**src/rtl/time_set_ctrl.sv**
```systemverilog
`timescale 1ns/1ps
// -----------------------------------------------------------------------------
// time_set_ctrl
// Converts three raw push-buttons into a time-set session for the
// seconds-of-day clock. Each button is synchronized, debounced and
// edge-detected. A RUN / SET_MIN / SET_SEC / LOAD state machine then edits the
// minutes and seconds and offers the new elapsed-seconds value to the clock
// counter.
//
// Ports:
//   clk          system clock
//   reset        synchronous, active-high reset
//   btn_mode     raw mode button (asynchronous, active-high)
//   btn_inc      raw increment button (asynchronous, active-high)
//   btn_dec      raw decrement button (asynchronous, active-high)
//   cur_elapsed  current seconds of day, 0..86399
//   load_ready   clock counter accepts a load this cycle
//   load_valid   new time is offered
//   load_value   new seconds of day, 0..86399
//   set_active   high in SET_MIN, SET_SEC or LOAD
//   edit_field   0 = none, 1 = minutes, 2 = seconds
//   edit_min     minutes being edited, 0..59
//   edit_sec     seconds being edited, 0..59
//   dbg_state    FSM state: 0 RUN, 1 SET_MIN, 2 SET_SEC, 3 LOAD
//
// Load handshake: load_valid is high for the whole LOAD state and load_value
// is constant while it is high. A transfer happens on a cycle where
// load_valid and load_ready are both high; the following cycle is RUN with
// load_valid low. load_value keeps its last value afterwards.
// -----------------------------------------------------------------------------
module time_set_ctrl #(
  parameter int DEBOUNCE_CYCLES = 1_000_000,
  parameter int TIMEOUT_CYCLES  = 500_000_000
) (
  input  logic        clk,
  input  logic        reset,
  input  logic        btn_mode,
  input  logic        btn_inc,
  input  logic        btn_dec,
  input  logic [16:0] cur_elapsed,
  input  logic        load_ready,
  output logic        load_valid,
  output logic [16:0] load_value,
  output logic        set_active,
  output logic [1:0]  edit_field,
  output logic [5:0]  edit_min,
  output logic [5:0]  edit_sec,
  output logic [1:0]  dbg_state
);

  localparam int DB_W = $clog2(DEBOUNCE_CYCLES + 1);
  localparam int TO_W = $clog2(TIMEOUT_CYCLES + 1);
  localparam logic [DB_W-1:0] DB_LAST = DB_W'(DEBOUNCE_CYCLES - 1);
  localparam logic [DB_W-1:0] DB_ONE  = DB_W'(1);
  localparam logic [TO_W-1:0] TO_LAST = TO_W'(TIMEOUT_CYCLES - 1);
  localparam logic [TO_W-1:0] TO_ONE  = TO_W'(1);

  localparam logic [1:0] ST_RUN     = 2'd0;
  localparam logic [1:0] ST_SET_MIN = 2'd1;
  localparam logic [1:0] ST_SET_SEC = 2'd2;
  localparam logic [1:0] ST_LOAD    = 2'd3;

  // Button index: 0 = mode, 1 = inc, 2 = dec.
  logic [2:0]      w_raw;
  logic [2:0]      r_sync1;
  logic [2:0]      r_sync2;
  logic [2:0]      r_db;
  logic [2:0]      r_db_q;
  logic [DB_W-1:0] r_db_cnt [3];
  logic [2:0]      w_press;

  assign w_raw = {btn_dec, btn_inc, btn_mode};

  // The counter only advances on consecutive mismatching cycles, so a level
  // must be stable for DEBOUNCE_CYCLES before it is accepted.
  always_ff @(posedge clk) begin
    if (reset) begin
      r_sync1 <= '0;
      r_sync2 <= '0;
      r_db    <= '0;
      r_db_q  <= '0;
      for (int i = 0; i < 3; i++) r_db_cnt[i] <= '0;
    end else begin
      r_sync1 <= w_raw;
      r_sync2 <= r_sync1;
      r_db_q  <= r_db;
      for (int i = 0; i < 3; i++) begin
        if (r_sync2[i] == r_db[i]) begin
          r_db_cnt[i] <= '0;
        end else if (r_db_cnt[i] == DB_LAST) begin
          r_db[i]     <= ~r_db[i];
          r_db_cnt[i] <= '0;
        end else begin
          r_db_cnt[i] <= r_db_cnt[i] + DB_ONE;
        end
      end
    end
  end

  // One-cycle pulse on a debounced rising edge only.
  assign w_press = r_db & ~r_db_q;

  logic            w_mode;
  logic            w_inc;
  logic            w_dec;
  assign w_mode = w_press[0];
  assign w_inc  = w_press[1];
  assign w_dec  = w_press[2];

  logic [1:0]      r_state;
  logic [4:0]      r_hours;
  logic [5:0]      r_edit_min;
  logic [5:0]      r_edit_sec;
  logic [16:0]     r_load_value;
  logic [TO_W-1:0] r_to_cnt;

  logic [4:0]      w_cap_hours;
  logic [5:0]      w_cap_min;
  logic [5:0]      w_cap_sec;
  logic [16:0]     w_load_sum;

  assign w_cap_hours = 5'(cur_elapsed / 17'd3600);
  assign w_cap_min   = 6'((cur_elapsed / 17'd60) % 17'd60);
  assign w_cap_sec   = 6'(cur_elapsed % 17'd60);
  assign w_load_sum  = {12'd0, r_hours} * 17'd3600
                     + {11'd0, r_edit_min} * 17'd60
                     + {11'd0, r_edit_sec};

  // Modulo-60 step; inc and dec together cancel.
  function automatic logic [5:0] step60(input logic [5:0] v, input logic up,
                                        input logic down);
    logic [5:0] r;
    r = v;
    if (up && !down)      r = (v == 6'd59) ? 6'd0  : v + 6'd1;
    else if (down && !up) r = (v == 6'd0)  ? 6'd59 : v - 6'd1;
    return r;
  endfunction

  always_ff @(posedge clk) begin
    if (reset) begin
      r_state      <= ST_RUN;
      r_hours      <= '0;
      r_edit_min   <= '0;
      r_edit_sec   <= '0;
      r_load_value <= '0;
      r_to_cnt     <= '0;
    end else begin
      case (r_state)
        ST_RUN: begin
          if (w_mode) begin
            r_hours    <= w_cap_hours;
            r_edit_min <= w_cap_min;
            r_edit_sec <= w_cap_sec;
            r_to_cnt   <= '0;
            r_state    <= ST_SET_MIN;
          end
        end
        ST_SET_MIN, ST_SET_SEC: begin
          // Mode wins over inc/dec arriving in the same cycle.
          if (w_mode) begin
            r_to_cnt <= '0;
            if (r_state == ST_SET_MIN) begin
              r_state <= ST_SET_SEC;
            end else begin
              r_load_value <= w_load_sum;
              r_state      <= ST_LOAD;
            end
          end else if (w_inc || w_dec) begin
            r_to_cnt <= '0;
            if (r_state == ST_SET_MIN) r_edit_min <= step60(r_edit_min, w_inc, w_dec);
            else                       r_edit_sec <= step60(r_edit_sec, w_inc, w_dec);
          end else if (r_to_cnt == TO_LAST) begin
            r_to_cnt <= '0;
            r_state  <= ST_RUN;
          end else begin
            r_to_cnt <= r_to_cnt + TO_ONE;
          end
        end
        ST_LOAD: begin
          if (load_ready) r_state <= ST_RUN;
        end
        default: r_state <= ST_RUN;
      endcase
    end
  end

  assign load_valid = (r_state == ST_LOAD);
  assign load_value = r_load_value;
  assign set_active = (r_state != ST_RUN);
  assign edit_field = (r_state == ST_RUN)     ? 2'd0 :
                      (r_state == ST_SET_MIN) ? 2'd1 : 2'd2;
  assign edit_min   = r_edit_min;
  assign edit_sec   = r_edit_sec;
  assign dbg_state  = r_state;

endmodule

```
**config.mk**
```make
export PLATFORM = sky130hd
export DESIGN_NAME = time_set_ctrl
export DESIGN_NICKNAME = d
export VERILOG_FILES = /design/src/rtl/time_set_ctrl.sv
export SDC_FILE = /design/constraint.sdc
export NUM_CORES = 1
export LEC_CHECK = 0
export BUFFER_PORTS_ARGS = -buffer_cell sky130_fd_sc_hd__buf_4
export CAP_MARGIN = 20
export CORE_ASPECT_RATIO = 0.5
export CORE_UTILIZATION = 50
export DETAILED_ROUTE_END_ITERATION = 10
export GPL_ROUTABILITY_DRIVEN = 0
export GPL_TIMING_DRIVEN = 0
export PLACE_DENSITY = 0.71
export REMOVE_ABC_BUFFERS = 1
export SYNTH_ARGS = -nofsm -noshare
export SYNTH_HDL_FRONTEND = slang
export SYNTH_SLANG_ARGS = --single-unit
```
**constraint.sdc**
```tcl
create_clock -name clk -period 12.8 [get_ports clk]
set_input_delay 1.28 -clock clk [delete_from_list [all_inputs] [get_ports clk]]
set_output_delay 1.28 -clock clk [all_outputs]
set_load 0.1 [all_outputs]
```
* After elaboration in Yosys (flattened, before gate mapping)
Memories as Yosys holds them, arrays and structs flattened. Cells that the tools add are included.
Operators by class: add/subtract/negate cells 10, multipliers 2, divide/modulo/power cells 4, eq/ne operators 21, mux-type cells 76, bitwise operators 18, reductions and logical operators 20
Operators with widths (count):
- $mux 20 | 9
- $mux 29 | 4
- $mux 6 | 16
- $add 20x1->20 const B | 3
- $eq 20x20->1 const B | 3
- $pmux 29 s2 | 1
- $mux 1 | 36
- $mod 17x6->17 const B | 2
- $add 29x1->29 const B | 1
- $eq 29x29->1 const B | 1
- $pmux 6 s2 | 2
- $add 17x12->17 | 1
- $add 17x6->17 | 1
- $div 17x12->17 const B | 1
- $div 17x6->17 const B | 1
- $mux 2 | 7
- $mul 5x8->13 const B | 1
- $add 6x1->6 const B | 2
- $eq 6x6->1 const B | 2
- $logic_not 6->1 | 2
- $ne 2x2->1 const B | 6
- $reduce_and 6->1 | 2
- $sub 6x1->6 const B | 2
- $mul 6x4->10 const B | 1
- 18 further kinds | 44
Storage, ports and cells: bits in registers 77, bits in writable memories 60, bits of input ports 23, output and inout bits 35, word-level logic and storage cells 164, memories kept 1
Memories:
- r_db_cnt | words 3, bits a word 20, rd ports 3, clocked after Yosys merged registers in 0, wr ports 3, RTL line 69 | logic [DB_W-1:0] r_db_cnt [3];

* Logic depth before layout (Yosys ltp)
depth in word-level cells 10, depth in mapped cells 25

* Worst setup path after synthesis
OpenSTA, ideal clock, no wires.
path kind input -> register, from input port cur_elapsed[11], to register r_edit_min[3] (netlist: edit_min[3]), data arrival time 5878 ps, path slack 6804 ps, cell stages on the path 22, buffers on the path 2, path through buf_6 buf_4 nor3b_2 o2111ai_1 a211oi_2 mux2_2 o2111ai_1 o21ai_0 o32a_1 a211o_1 nor2_1 a211oi_1 or2_4 a21boi_1 mux2_2 inv_1 ha_1 and2_1 nand4_1 a31oi_4 o221ai_1 a22o_1
On the way: longest elaborated chain between the ends 4
RTL lines:
- start: declaration | RTL line 40 | input logic [16:0] cur_elapsed,
- $div 17x6->17 | RTL line 123 | assign w_cap_min = 6'((cur_elapsed / 17'd60) % 17'd60);
- $mod 17x6->17 | RTL line 123
- $mux 6 | RTL line 150 | if (w_mode) begin
- $pmux 6 s2 | RTL line 148 | case (r_state)
- end signal: assignment | RTL line 152 | r_edit_min <= w_cap_min;
- end signal: assignment | RTL line 170 | if (r_state == ST_SET_MIN) r_edit_min <= step60(r_edit_min, w_inc, w_dec);
- end: declaration | RTL line 112 | logic [5:0] r_edit_min;
No other way between the ends. The select of a mux whose other input is x is not followed. A chain may end at the register's enable or synchronous reset.

* Worst setup path in the final report
from input port cur_elapsed[16], to register r_edit_min[3] (netlist: edit_min[3])
The elaborated chain is that of the path after synthesis.

==> reports/results.ini <==
[die]
io-pin-count=58
coreArea_um2=21900
dieHeight_um=108
dieArea_um2=23300
start_util_pct=51.7
chipWidth_um=215
num_rows=38

[setup_path]
endpoint_kind=flop
cp.required_ns=13.12
cp-start-kind=input port
slowest_delay_ns=0.58
cp_slowest_cell=a31oi_2
rr_worst_depth=21
cp_top_family=compound AO/OA/AOI/OAI gates
path_buf_inv=2
worstSetupPathDepth=20
r2r_start=edit_min[2]
cp_cell_sequence=buf_4, and3_1, a22oi_1, a22oi_1, mux2i_1, buf_4, or3_1, o21ai_0, o32a_1, a211o_1, nor3_4, mux2_4, o311ai_4, and2_1, o211ai_2, a31oi_2, nand4_1, a31oi_4, o221ai_1, a22o_1
crit_arrival_ns=6.89
reg2reg_to=load_value[16]
crit_fanout=14
critical_path_class=in -> reg
r2r_slack_ns=7.77

[detailed_routing]
wl_per_cell_um=13.9
drt_wl_total_um=24300
initialDrtViolationCount=585
first_pass_iters=6
viasPerCell=5.59
drc=0
ant_nets=0
dr_total_vias=9729

[timing]
min_period_ns=6.57
finalMaxSlewViolations=0
finalSetupViolations=0
rsz0062_at_grt=no
period_share_pct=51.3
finalHoldViolCount=0
max_freq_mhz=152
holdWs_ns=0.452
slew_headroom_pct=40.3
clock_skew_ns=0.0116
fin_tns_setup_ns=0
worst_pin_slew_ns=0.896

[clock_tree]
htree_levels=4
clkTransAtPathRegs_ns=0.06
cts_root_buf=clkbuf_16
cts_tree=done
postCtsHoldBufs=0
clockBufferDepth=2
numCtsBuffers=17
clk-insertion-delay-late_ns=0.43
cts.repair.resized=0
clock-sinks=137
postCtsSetupRepairBufs=0

[worst_hold_path]
holdPathStages=2
min_path_type=reg -> reg
min_to=load_value[8]
worstHoldStart=load_value[8]

[power]
power_leakage_nw=5.15
p_per_area_nw_per_um2=111
irDropWorstVdd_v=0.0000788

[layout]
num_antenna_cells=0
layout-drive-gt1-share_pct=10.1
fin_cells=1740
fillers=1926
regArea_um2=3340
synthToLayoutAreaGrowth_pct=12.6
nNetsFinal=1540
multi_input_area_um2=7710

[outcome]
status=complete, no violations

[yosys]
synth_largest_area_cell=edfxtp_1
ys.flop_type=dfxtp_1
synth_edf_count=60
synth_warnings=0
syn_inst=1339
ys_types=103
ys_ff_latch=137
synth_top_area_share_pct=15.9
synth_area_um2=11300
avgSynthCellArea_um2=8.46
synthArstFlopShare_pct=0
ys_seq_area_share_pct=29.5
synth_area_leaders=edfxtp_1 (16%), dfxtp_1 (14%), ha_1 (8.3%), xnor2_1 (5.6%), nor2_1 (5.5%)

[grt]
grt_max_degree=56
grt.overflow.total=0
grt_pass1_wl_um=41600
grt_pass1_vias=9122
antenna_found_initial=0
track_usage_pct=21.4

[run]
drv_cap=0

[placed_design]
dp.cells=1708
io_buffers=57
post-dp-hpwl_um=18200

-- layout by cell type (no fill, tap or decap), types with 12 or more instances in the layout --
| master | instances |
|---|---|
| a211oi_1 | 24 |
| a21o_1 | 21 |
| a21oi_1 | 79 |
| a31oi_1 | 19 |
| and2_1 | 12 |
| and3_1 | 30 |
| buf_4 | 58 |
| clkbuf_16 | 19 |
| conb_1 | 60 |
| dfxtp_1 | 77 |
| edfxtp_1 | 60 |
| fa_1 | 15 |
| ha_1 | 75 |
| inv_1 | 67 |
| nand2_1 | 128 |
| nand3_1 | 61 |
| nand4_1 | 17 |
| nor2_1 | 166 |
| nor2b_1 | 14 |
| nor3_1 | 21 |
| nor4b_1 | 12 |
| o21a_1 | 13 |
| o21ai_0 | 40 |
| or3_1 | 24 |
| xnor2_1 | 73 |
| xor2_1 | 50 |
-- worst reg2reg max path: cells and delay by family, from the launching register on --
kind	cells	cell delay, ns
and+or+nand+nor	5	0.45
DFF	1	0.61
adders and majority gates	5	2.25
xor gates and xnor gates	1	0.12
AOI/OAI and AO/OA	8	1.39
buffers and inverters	2	0.13
-- layer usage --
metal / vias to the layer above / share of wire (%) / global-route usage (%)
met4: 0 / 1.2 / 5.46
met1: 4573 / 46 / 26.1
li1: 4938 / - / -
met3: 30 / 3.5 / 4.02
met5: - / 0 / 0
met2: 188 / 49 / 39.1
-- layout make-up --
type / count / share of cell area, %
clock inverter: 11 / 1.03
sequential: 137 / 26.2
inverter: 67 / 1.97
multi-input combinational: 1145 / 60.5
timing repair buffer: 59 / 3.50
tap: 300 / 2.94
clock buffer: 21 / 3.87
-- sequential cells by signal, summed over array words and instances (netlist names), 5 cells and up --
signal / cells
load_value: 17
r_hours: 5
r_to_cnt: 29
edit_sec: 6
edit_min: 6
r_db_cnt: 60
-- synth_stat cells (all sizes together) (7+ instances only) --
cell type and number:
nor4b 12, and3 31, mux2 8, edfxtp 60, nor3 25, or3 27, xor2 50, o21ai 51
o21a 13, nand2 128, xnor2 75, nand3 63, a21o 22, fa 15, and2 13, a31oi 22
nor2b 14, buf 19, a21oi 81, mux2i 11, clkbuf 30, o21bai 8, nand2b 10, inv 67
nor2 166, dfxtp 77, o211ai 12, nand4 17, ha 75, a211oi 26, nor4 7
-- metrics by stage --
stage	cell area (µm²)	util [%]	worst slack, ns	power [mW]
3_5_place_dp	12100	55.3	5.83	0.911
5_1_grt	12800	58.2	5.87	1.50
2_1_floorplan	11300	-	6.42	0.826
3_3_place_gp	12100	55.3	5.55	0.902
4_1_cts	12800	58.2	6.28	1.43
6_report	12800	58.2	6.23	1.42
-- worst max-delay path by stage --
stage / from / endpoint / slack, ns
after floorplan: cur_elapsed[16] / edit_min[3] / 6.42
after global placement: cur_elapsed[16] / edit_min[3] / 5.55
after detailed placement: cur_elapsed[16] / edit_min[3] / 5.83
after CTS: cur_elapsed[16] / edit_min[3] / 6.28
after global routing: cur_elapsed[16] / edit_min[3] / 5.87
final: cur_elapsed[16] / edit_min[3] / 6.23
-- report_power, final --
part	switching (mW)	internal, mW
Clock	0.195	0.318
Combinational	0.266	0.167
Sequential	0.00905	0.466
Total	0.470	0.950
-- kinds of logic after synthesis --
logic type	count (synthesis)	share of synthesized area [%]
multiplexers	19	1.94
AO/OA/AOI/OAI	315	19.8
XOR/XNOR	125	9.89
buffers and inverters	116	4.37
adder cells (fa/ha/maj)	93	11.2
flip-flops	137	29.5
other	1	0.0331
AND/OR/NAND/NOR	533	23.2
Power figures use the tool's default switching activity.
